<file path="src/rtl/pipe_stall_ctrl.sv">
// Valid/stall sequencer for a pipelined fixed-point datapath.
// One valid bit per registered stage, per-stage load enables, ready/valid on both ends,
// bubble collapsing, synchronous flush and a RUN/DRAIN intake gate.
module pipe_stall_ctrl #(
  parameter int unsigned level_num    = 8,
  parameter int unsigned reg_interval = 2,
  localparam int unsigned stage_num = (reg_interval == 0) ? 0 : ((level_num - 1) / reg_interval + 1),
  localparam int unsigned cnt_w     = (stage_num == 0) ? 1 : $clog2(stage_num + 1),
  localparam int unsigned en_w      = (stage_num == 0) ? 1 : stage_num
) (
  input  logic             clk,
  input  logic             rst_n,
  input  logic             in_valid,
  output logic             in_ready,
  output logic             out_valid,
  input  logic             out_ready,
  input  logic             flush,
  input  logic             drain_req,
  output logic             drain_done,
  output logic [en_w-1:0]  stage_en,
  output logic [cnt_w-1:0] occupancy
);

  typedef enum logic [0:0] {
    RUN   = 1'b0,
    DRAIN = 1'b1
  } state_t;

  state_t           state;
  logic             intake_ok;
  logic [cnt_w-1:0] occ_q;
  logic [cnt_w-1:0] occ_nxt;

  assign intake_ok = (state == RUN);
  assign occupancy = occ_q;

  if (stage_num == 0) begin : g_wire
    // No registered stages: the handshake passes straight through.
    logic unused_in;
    assign unused_in = flush ^ intake_ok;
    assign in_ready  = out_ready;
    assign out_valid = in_valid;
    assign stage_en  = '0;
    assign occ_nxt   = '0;
  end else begin : g_pipe
    logic [stage_num-1:0] v_q;
    logic [stage_num-1:0] v_nxt;
    logic [stage_num-1:0] src;
    logic [stage_num-1:0] rdy;
    logic [stage_num-1:0] en;
    logic                 in_hs;
    logic                 out_hs;

    // Per-stage source, readiness chain (output end backward), load enables and next valids.
    always_comb begin : p_stage
      logic r;
      src   = '0;
      rdy   = '0;
      en    = '0;
      v_nxt = v_q;
      r     = out_ready;
      src[0] = in_valid & intake_ok;
      for (int k = 1; k < int'(stage_num); k++) begin
        src[k] = v_q[k-1];
      end
      for (int k = int'(stage_num) - 1; k >= 0; k--) begin
        r      = ~v_q[k] | r;
        rdy[k] = r;
      end
      for (int k = 0; k < int'(stage_num); k++) begin
        en[k] = rdy[k] & src[k];
        if (rdy[k]) begin
          v_nxt[k] = src[k];
        end
      end
      if (flush) begin
        v_nxt = '0;
        en    = '0;
      end
    end

    assign in_ready  = rdy[0] & intake_ok & ~flush;
    assign out_valid = v_q[stage_num-1];
    assign stage_en  = en;
    assign in_hs     = in_valid & in_ready;
    assign out_hs    = out_valid & out_ready & ~flush;
    assign occ_nxt   = flush ? '0 : cnt_w'(occ_q + cnt_w'(in_hs) - cnt_w'(out_hs));

    // Stage valid bits.
    always_ff @(posedge clk or negedge rst_n) begin
      if (!rst_n) begin
        v_q <= '0;
      end else begin
        v_q <= v_nxt;
      end
    end
  end

  // Occupancy counter and RUN/DRAIN sequencing with a one-cycle completion pulse.
  always_ff @(posedge clk or negedge rst_n) begin
    if (!rst_n) begin
      state      <= RUN;
      drain_done <= 1'b0;
      occ_q      <= '0;
    end else begin
      occ_q      <= occ_nxt;
      drain_done <= 1'b0;
      case (state)
        RUN: begin
          if (drain_req) begin
            state <= DRAIN;
          end
        end
        DRAIN: begin
          if (occ_nxt == '0) begin
            state      <= RUN;
            drain_done <= 1'b1;
          end
        end
        default: state <= RUN;
      endcase
    end
  end

endmodule

</file>
<file path="config.mk">
export PLATFORM = sky130hd
export DESIGN_NAME = pipe_stall_ctrl
export DESIGN_NICKNAME = d
export VERILOG_FILES = /design/src/rtl/pipe_stall_ctrl.sv
export SDC_FILE = /design/constraint.sdc
export NUM_CORES = 1
export LEC_CHECK = 0
export BUFFER_PORTS_ARGS = -buffer_cell sky130_fd_sc_hd__buf_2
export CORE_AREA = 2 2 39 41
export DETAILED_ROUTE_END_ITERATION = 8
export DIE_AREA = 0 0 41 43
export HOLD_SLACK_MARGIN = 0.15
export PLACE_DENSITY = 0.63
export SLEW_MARGIN = 15
export SYNTH_ARGS = -nofsm -noshare
export SYNTH_HDL_FRONTEND = slang
export SYNTH_SLANG_ARGS = --single-unit
</file>
<file path="constraint.sdc">
create_clock -name clk -period 2.6 [get_ports clk]
set_input_delay 0.65 -clock clk [delete_from_list [all_inputs] [get_ports clk]]
set_output_delay 0.65 -clock clk [all_outputs]
set_load 0.01 [all_outputs]
</file>
==> flow_summary.json, run 1 <==
{
  "p_comb_frac": 0.376,
  "worstSkewPairLatency_ns": 0.26,
  "worstPathArrival_ns": 2.81,
  "cp_num_cells": 11,
  "tightest_slew_ns": 0.268,
  "worstPathRequired_ns": 2.75,
  "critPathSlowestCell": "fa_1",
  "io_pins": 16,
  "hold_buffers": 0,
  "ir_drop_mv": 0.340,
  "maxSlewHeadroom": 0.819,
  "hold_viol_final": 0,
  "critPathBufInv": 2,
  "cellPowerDensity_nw_per_um2": 666,
  "multi_input_area_sq_um": 269,
  "worst_setup_path_end_kind": "flip-flop",
  "dpl.hpwl_um": 773,
  "worstSetupPathType": "input port to flip-flop",
  "cts_setup_buffers": 0,
  "drt-wirelength-per-cell_um": 10.8,
  "synth_edf_count": 0,
  "rsz0062_at_grt": "yes",
  "swShare": 0.306,
  "power_frac_seq": 0.394,
  "async_flop_share": 1.00,
  "wl_um": 973,
  "whs_ns": 0.229,
  "synth_warnings": 0,
  "ys_seq_area_frac": 0.448,
  "die_x_um": 41,
  "firstDrtPassIters": 4,
  "cts_tree": "done",
  "antenna_cells": 0,
  "layout-drive-gt1-share": 0.459,
  "crit_path_start_kind": "input port",
  "hold_path_class": "input port to async pin",
  "clk_pin_slew_ns": 0.06,
  "slew_violations": 0,
  "grt_pass1_wl_mm": 1.59,
  "syn_area_sq_um": 503,
  "p_switching_w": 0.000144,
  "drc": 0,
  "cts_sinks": 9,
  "htreeDepth": 1,
  "ys_types": 21,
  "intPower_w": 0.000326,
  "grt_max_degree": 11,
  "p_clk_frac": 0.230,
  "netlist.area_leader.share": 0.448,
  "grt_pass1_vias": 392,
  "via_per_inst": 4.58,
  "start_util": 0.363,
  "synth_area_leaders": "dfrtp_1 (45%), nor2_1 (6.0%), ha_1 (5.0%)",
  "nets": 84,
  "clock_skew_ns": 0.00324,
  "drtIter0Drc": 9,
  "dieArea_sq_um": 1760,
  "regArea_sq_um": 225,
  "r2r_cells": 10,
  "final.fill_count": 132,
  "row_count": 14,
  "final.min_clock_period_ns": 2.66,
  "reg2reg_to": "drain_done$_DFF_PN0_",
  "cp_top_family": "adder cells",
  "cts_buffers": 3,
  "synthFlopType": "dfrtp_1",
  "clockBufferDepth": 2,
  "finish.instance_area_sq_um": 704,
  "r2r-start": "g_pipe.v_q[1]$_DFFE_PN0P_",
  "p_leak_nw": 0.384,
  "track_usage": 0.144,
  "port_buffers": 15,
  "fmax_mhz": 376,
  "gr-total-overflow": 0,
  "die_h_um": 43,
  "crit_path_start": "out_ready",
  "antenna_found_initial": 0,
  "synthCells": 47,
  "violations": "setup timing",
  "ys_ff_latch": 9,
  "worstPathMaxFanout": 3,
  "vias": 412,
  "syn_nets": 56,
  "ctsRootBufferMaster": "clkbuf_4",
  "final-setup-viol-count": 1,
  "drv_cap": 0,
  "max_stage_delay_ns": 0.52,
  "yosysTopAreaCell": "dfrtp_1",
  "status": "finished with violations",
  "cp-endpoint": "drain_done$_DFF_PN0_",
  "syn_area_per_cell_sq_um": 10.7,
  "worst_slack_ns": -0.0599,
  "dpl-instance-area_sq_um": 672,
  "r2r_slack_ns": 0.01,
  "core-area_sq_um": 1380,
  "post-route-period-util": 1.02,
  "cp_cell_sequence": "buf_6 -> and4b_4 -> a211oi_4 -> nand2_1 -> ha_1 -> inv_1 -> ha_2 -> fa_1 -> and4bb_1 -> mux2_4 -> a21o_1",
  "syn2layout_area_growth_pct": 40.0,
  "ant_nets": 0,
  "gp_congestion": 0.687
}
-- cell families (layout without fill, tap and decap cells) --
logic type / count (synthesis) / after routing / share of synthesized area
AO/OA/AOI/OAI: 5 / 5 / 0.0846
XOR/XNOR: 2 / 2 / 0.0348
adder cells (fa/ha/maj): 3 / 3 / 0.0895
buffers and inverters: 5 / 32 / 0.0373
flip-flops: 9 / 9 / 0.448
multiplexers: 2 / 2 / 0.0497
AND/OR/NAND/NOR: 21 / 21 / 0.256
-- registers in the layout, summed over array words and instances (netlist names) --
| name | cells |
|---|---|
| drain_done | 1 |
| occupancy | 3 |
| g_pipe.v_q | 4 |
| state | 1 |
-- cells in the mapped netlist, drive strengths merged, types with 2 or more instances --
cell type,n
a21oi,3
dfrtp,9
ha,2
inv,4
nand2,2
nor2,8
nor2b,3
nor3b,2
xnor2,2
-- metrics by stage --
stage	cells	setup WS (ns)	TNS, ns	util	total power (W)
floorplan	47	-0.278	-0.438	-	0.000292
global placement	86	-0.391	-0.828	0.486	0.000360
detailed placement	86	-0.398	-0.892	0.486	0.000365
CTS	90	-0.0689	-0.0689	0.509	0.000478
global route	90	-0.111	-0.194	0.509	0.000507
finish	90	-0.0599	-0.0599	0.509	0.000469
-- layout make-up --
class	count	share of cell area
clock buffer	4	0.0373
inverter	4	0.0213
multi-input combinational	33	0.382
sequential	9	0.320
tap	16	0.0284
timing repair buffer	24	0.211
-- power groups by stage --
stage                     Combinational [W]  Sequential (W)  Clock [W]
final                              0.000176        0.000185   0.000108
after global routing               0.000195        0.000189   0.000123
after CTS                          0.000179        0.000185   0.000114
after detailed placement           0.000177        0.000188          0
after global placement             0.000172        0.000187          0
after floorplan                   0.0000921        0.000200          0
-- placed cells by master, fill, tap and decap left out, drive strengths merged --
| cell | count |
|---|---|
| ha | 2 |
| mux2i | 1 |
| mux2 | 1 |
| and4bb | 1 |
| inv | 4 |
| and2 | 1 |
| nor2 | 8 |
| fa | 1 |
| dfrtp | 9 |
| and2b | 1 |
| nand2 | 2 |
| a21oi | 3 |
| and4b | 1 |
| a211oi | 1 |
| a21o | 1 |
| nor2b | 3 |
| and3 | 1 |
| buf | 24 |
| nor3b | 2 |
| xnor2 | 2 |
| nor4b | 1 |
| clkbuf | 4 |
-- worst min path at each step --
stage | cells past startpoint | to | startpoint | slack [ns]
finish | 1 | drain_done$_DFF_PN0_ | rst_n | 0.23
global route | 1 | drain_done$_DFF_PN0_ | rst_n | 0.22
CTS | 1 | g_pipe.v_q[0]$_DFFE_PN0P_ | rst_n | 0.23
detailed placement | 1 | drain_done$_DFF_PN0_ | rst_n | 0.51
global placement | 1 | drain_done$_DFF_PN0_ | rst_n | 0.51
floorplan | 0 | drain_done$_DFF_PN0_ | rst_n | 0.35
-- layer usage --
| layer | wire (um) | part of all wire | vias up | GRT usage |
|---|---|---|---|---|
| met1 | 477 | 0.49 | 190 | 0.184 |
| met4 | 21 | 0.022 | 0 | 0.140 |
| met2 | 453 | 0.47 | 9 | 0.188 |
| li1 | - | - | 211 | - |
| met3 | 21 | 0.022 | 2 | 0.0314 |
| met5 | 0 | 0 | - | 0 |
-- what timing repair did --
action / 4_1_cts / 5_1_grt
pin swaps: 2 / 0
hold endpoints to repair: 0 / 0
resized for setup: 1 / 0
endpoints found under the setup margin: 2 / 2
Note: power is estimated with default switching activity, not from simulation.
==> inputs of run 2 (changes only) <==
REMOVE_ABC_BUFFERS = 1   (was not set)
==> run 2 against run 1 <==
The flow still finishes with violations (setup timing). Die area is the same. Total power grew 6.1%. Sequential cell count is the same. Critical endpoint unchanged. Fmax is essentially flat. Combinational power grew 16%. Cell count grew 2.2%. Clock-buffer cell count is the same. Clock skew shrank 0.0026 ns.
==> flow_summary.json, run 2 (synthesis gave the netlist of run 1 again) <==
{
  "io_pins": 16,
  "htreeDepth": 1,
  "fmax_mhz": 376,
  "cts_tree": "done",
  "power_frac_seq": 0.379,
  "rsz0062_at_grt": "yes",
  "slew_violations": 0,
  "worstSkewPairLatency_ns": 0.26,
  "nets": 86,
  "drtIter0Drc": 2,
  "whs_ns": 0.231,
  "ant_nets": 0,
  "antenna_cells": 0,
  "clockBufferDepth": 2,
  "core-area_sq_um": 1380,
  "worstSetupPathType": "input port to flip-flop",
  "dieArea_sq_um": 1760,
  "violations": "setup timing",
  "swShare": 0.305,
  "busiest_layer": "met1",
  "final.min_clock_period_ns": 2.66,
  "row_count": 14,
  "worst_setup_path_end_kind": "flip-flop",
  "firstDrtPassIters": 2,
  "ctsRootBufferMaster": "clkbuf_4",
  "start_util": 0.363,
  "track_usage": 0.159,
  "clk_pin_slew_ns": 0.06,
  "dpl.hpwl_um": 825,
  "ir_drop_mv": 0.304,
  "top_register": "g_pipe.v_q",
  "post-route-period-util": 1.02,
  "met3_usage": 0.0314,
  "die_h_um": 43,
  "intPower_w": 0.000346,
  "port_buffers": 15,
  "antenna_found_initial": 0,
  "globalRouteMet2Util": 0.206,
  "mostFrequentLayoutCell": "buf_2",
  "wl_mm": 1.06,
  "final-setup-viol-count": 2,
  "tightest_slew_ns": 0.253,
  "syn2layout_area_growth_pct": 48.0,
  "hold_viol_final": 0,
  "cts_buffers": 3,
  "grt_pass1_vias": 417,
  "hold_path_class": "input port to async pin",
  "total_power_w": 0.000498,
  "layout-drive-gt1-share": 0.500,
  "p_leak_nw": 0.400,
  "worst_slack_ns": -0.0623,
  "crit_path_start_kind": "input port",
  "grt_max_degree": 11,
  "cellPowerDensity_nw_per_um2": 669,
  "maxSlewHeadroom": 0.831,
  "worstPathRequired_ns": 2.75,
  "status": "finished with violations",
  "final_cell_mix": "buf_2 (14), buf_4 (11), dfrtp_1 (9)",
  "p_clk_frac": 0.212,
  "worstPathArrival_ns": 2.81,
  "gp_congestion": 0.728,
  "p_switching_w": 0.000152,
  "largest_reg_flops": 4,
  "worstPathMaxFanout": 2,
  "via_per_inst": 4.67,
  "die_x_um": 41,
  "gr-total-overflow": 0,
  "grt_pass1_wl_mm": 1.78,
  "cts_sinks": 9,
  "clock_skew_ns": 0.000626,
  "drt-wirelength-per-cell_um": 11.5,
  "vias": 430,
  "drv_cap": 0,
  "hold_buffers": 0,
  "grt_use_met1": 0.213,
  "drc": 0,
  "p_comb_frac": 0.409
}
-- run 2: through the flow --
step / setup TNS, ns / utilization / std cells / setup slack, ns / cell area, sq um
global placement: -1.05 / 0.484 / 87 / -0.423 / 669
finish: -0.0650 / 0.538 / 92 / -0.0623 / 744
global route: -0.214 / 0.538 / 92 / -0.128 / 744
CTS: -0.127 / 0.531 / 92 / -0.0912 / 734
detailed placement: -1.19 / 0.484 / 87 / -0.447 / 669
floorplan: -0.571 / - / 46 / -0.320 / 499
-- run 2: layout make-up --
cell class                      count  area (sq um)
Fill cell                         135           639
Multi-Input combinational cell     33           294
Sequential cell                     9           225
Timing Repair Buffer               26           164
Clock buffer                        4          26.3
Tap cell                           16          20.0
Inverter                            4          15.0
-- run 2: worst paths after layout --
path | from | endpoint | slack (ns) | cells past startpoint
setup / recovery | out_ready | drain_done$_DFF_PN0_ | -0.06 | 11
hold / removal | rst_n | occupancy[2]$_DFF_PN0_ | 0.23 | 1
setup reg to reg | g_pipe.v_q[1]$_DFFE_PN0P_ | drain_done$_DFF_PN0_ | 0 | 10
hold reg to reg | g_pipe.v_q[0]$_DFFE_PN0P_ | g_pipe.v_q[1]$_DFFE_PN0P_ | 0.60 | 2
max in group asynchronous | rst_n | g_pipe.v_q[3]$_DFFE_PN0P_ | 2.19 | 1
min in group clk | g_pipe.v_q[0]$_DFFE_PN0P_ | g_pipe.v_q[1]$_DFFE_PN0P_ | 0.60 | 2
-- run 2: layer usage --
layer  up-vias  routed length [um]
met5         -                   0
met3         2                  42
met4         0                  17
li1        215                   -
met2        10                 497
met1       203                 500
-- run 2: timing repair --
action                                 4_1_cts  5_1_grt
endpoints found under the hold margin        0        0
pin swaps                                    5        1
setup endpoints to repair                    3        2
setup buffers                                1        0
resized for setup                            5        2
-- run 2: worst max-delay path, stage by stage --
cell and delay [ns]:
buf_6 0.07, and4b_4 0.20, a211oi_4 0.21, nand2_1 0.08, ha_1 0.29, inv_2 0.04, ha_4 0.14, fa_1 0.51
and4bb_1 0.19, mux2_4 0.26, a21o_1 0.15
-- run 2: power by group through the flow --
stage | Clock [W] | Sequential (W) | Combinational (W)
CTS | 0.000111 | 0.000188 | 0.000199
floorplan | 0 | 0.000199 | 0.0000881
global placement | 0 | 0.000187 | 0.000174
finish | 0.000105 | 0.000189 | 0.000204
global route | 0.000119 | 0.000192 | 0.000222
detailed placement | 0 | 0.000189 | 0.000176
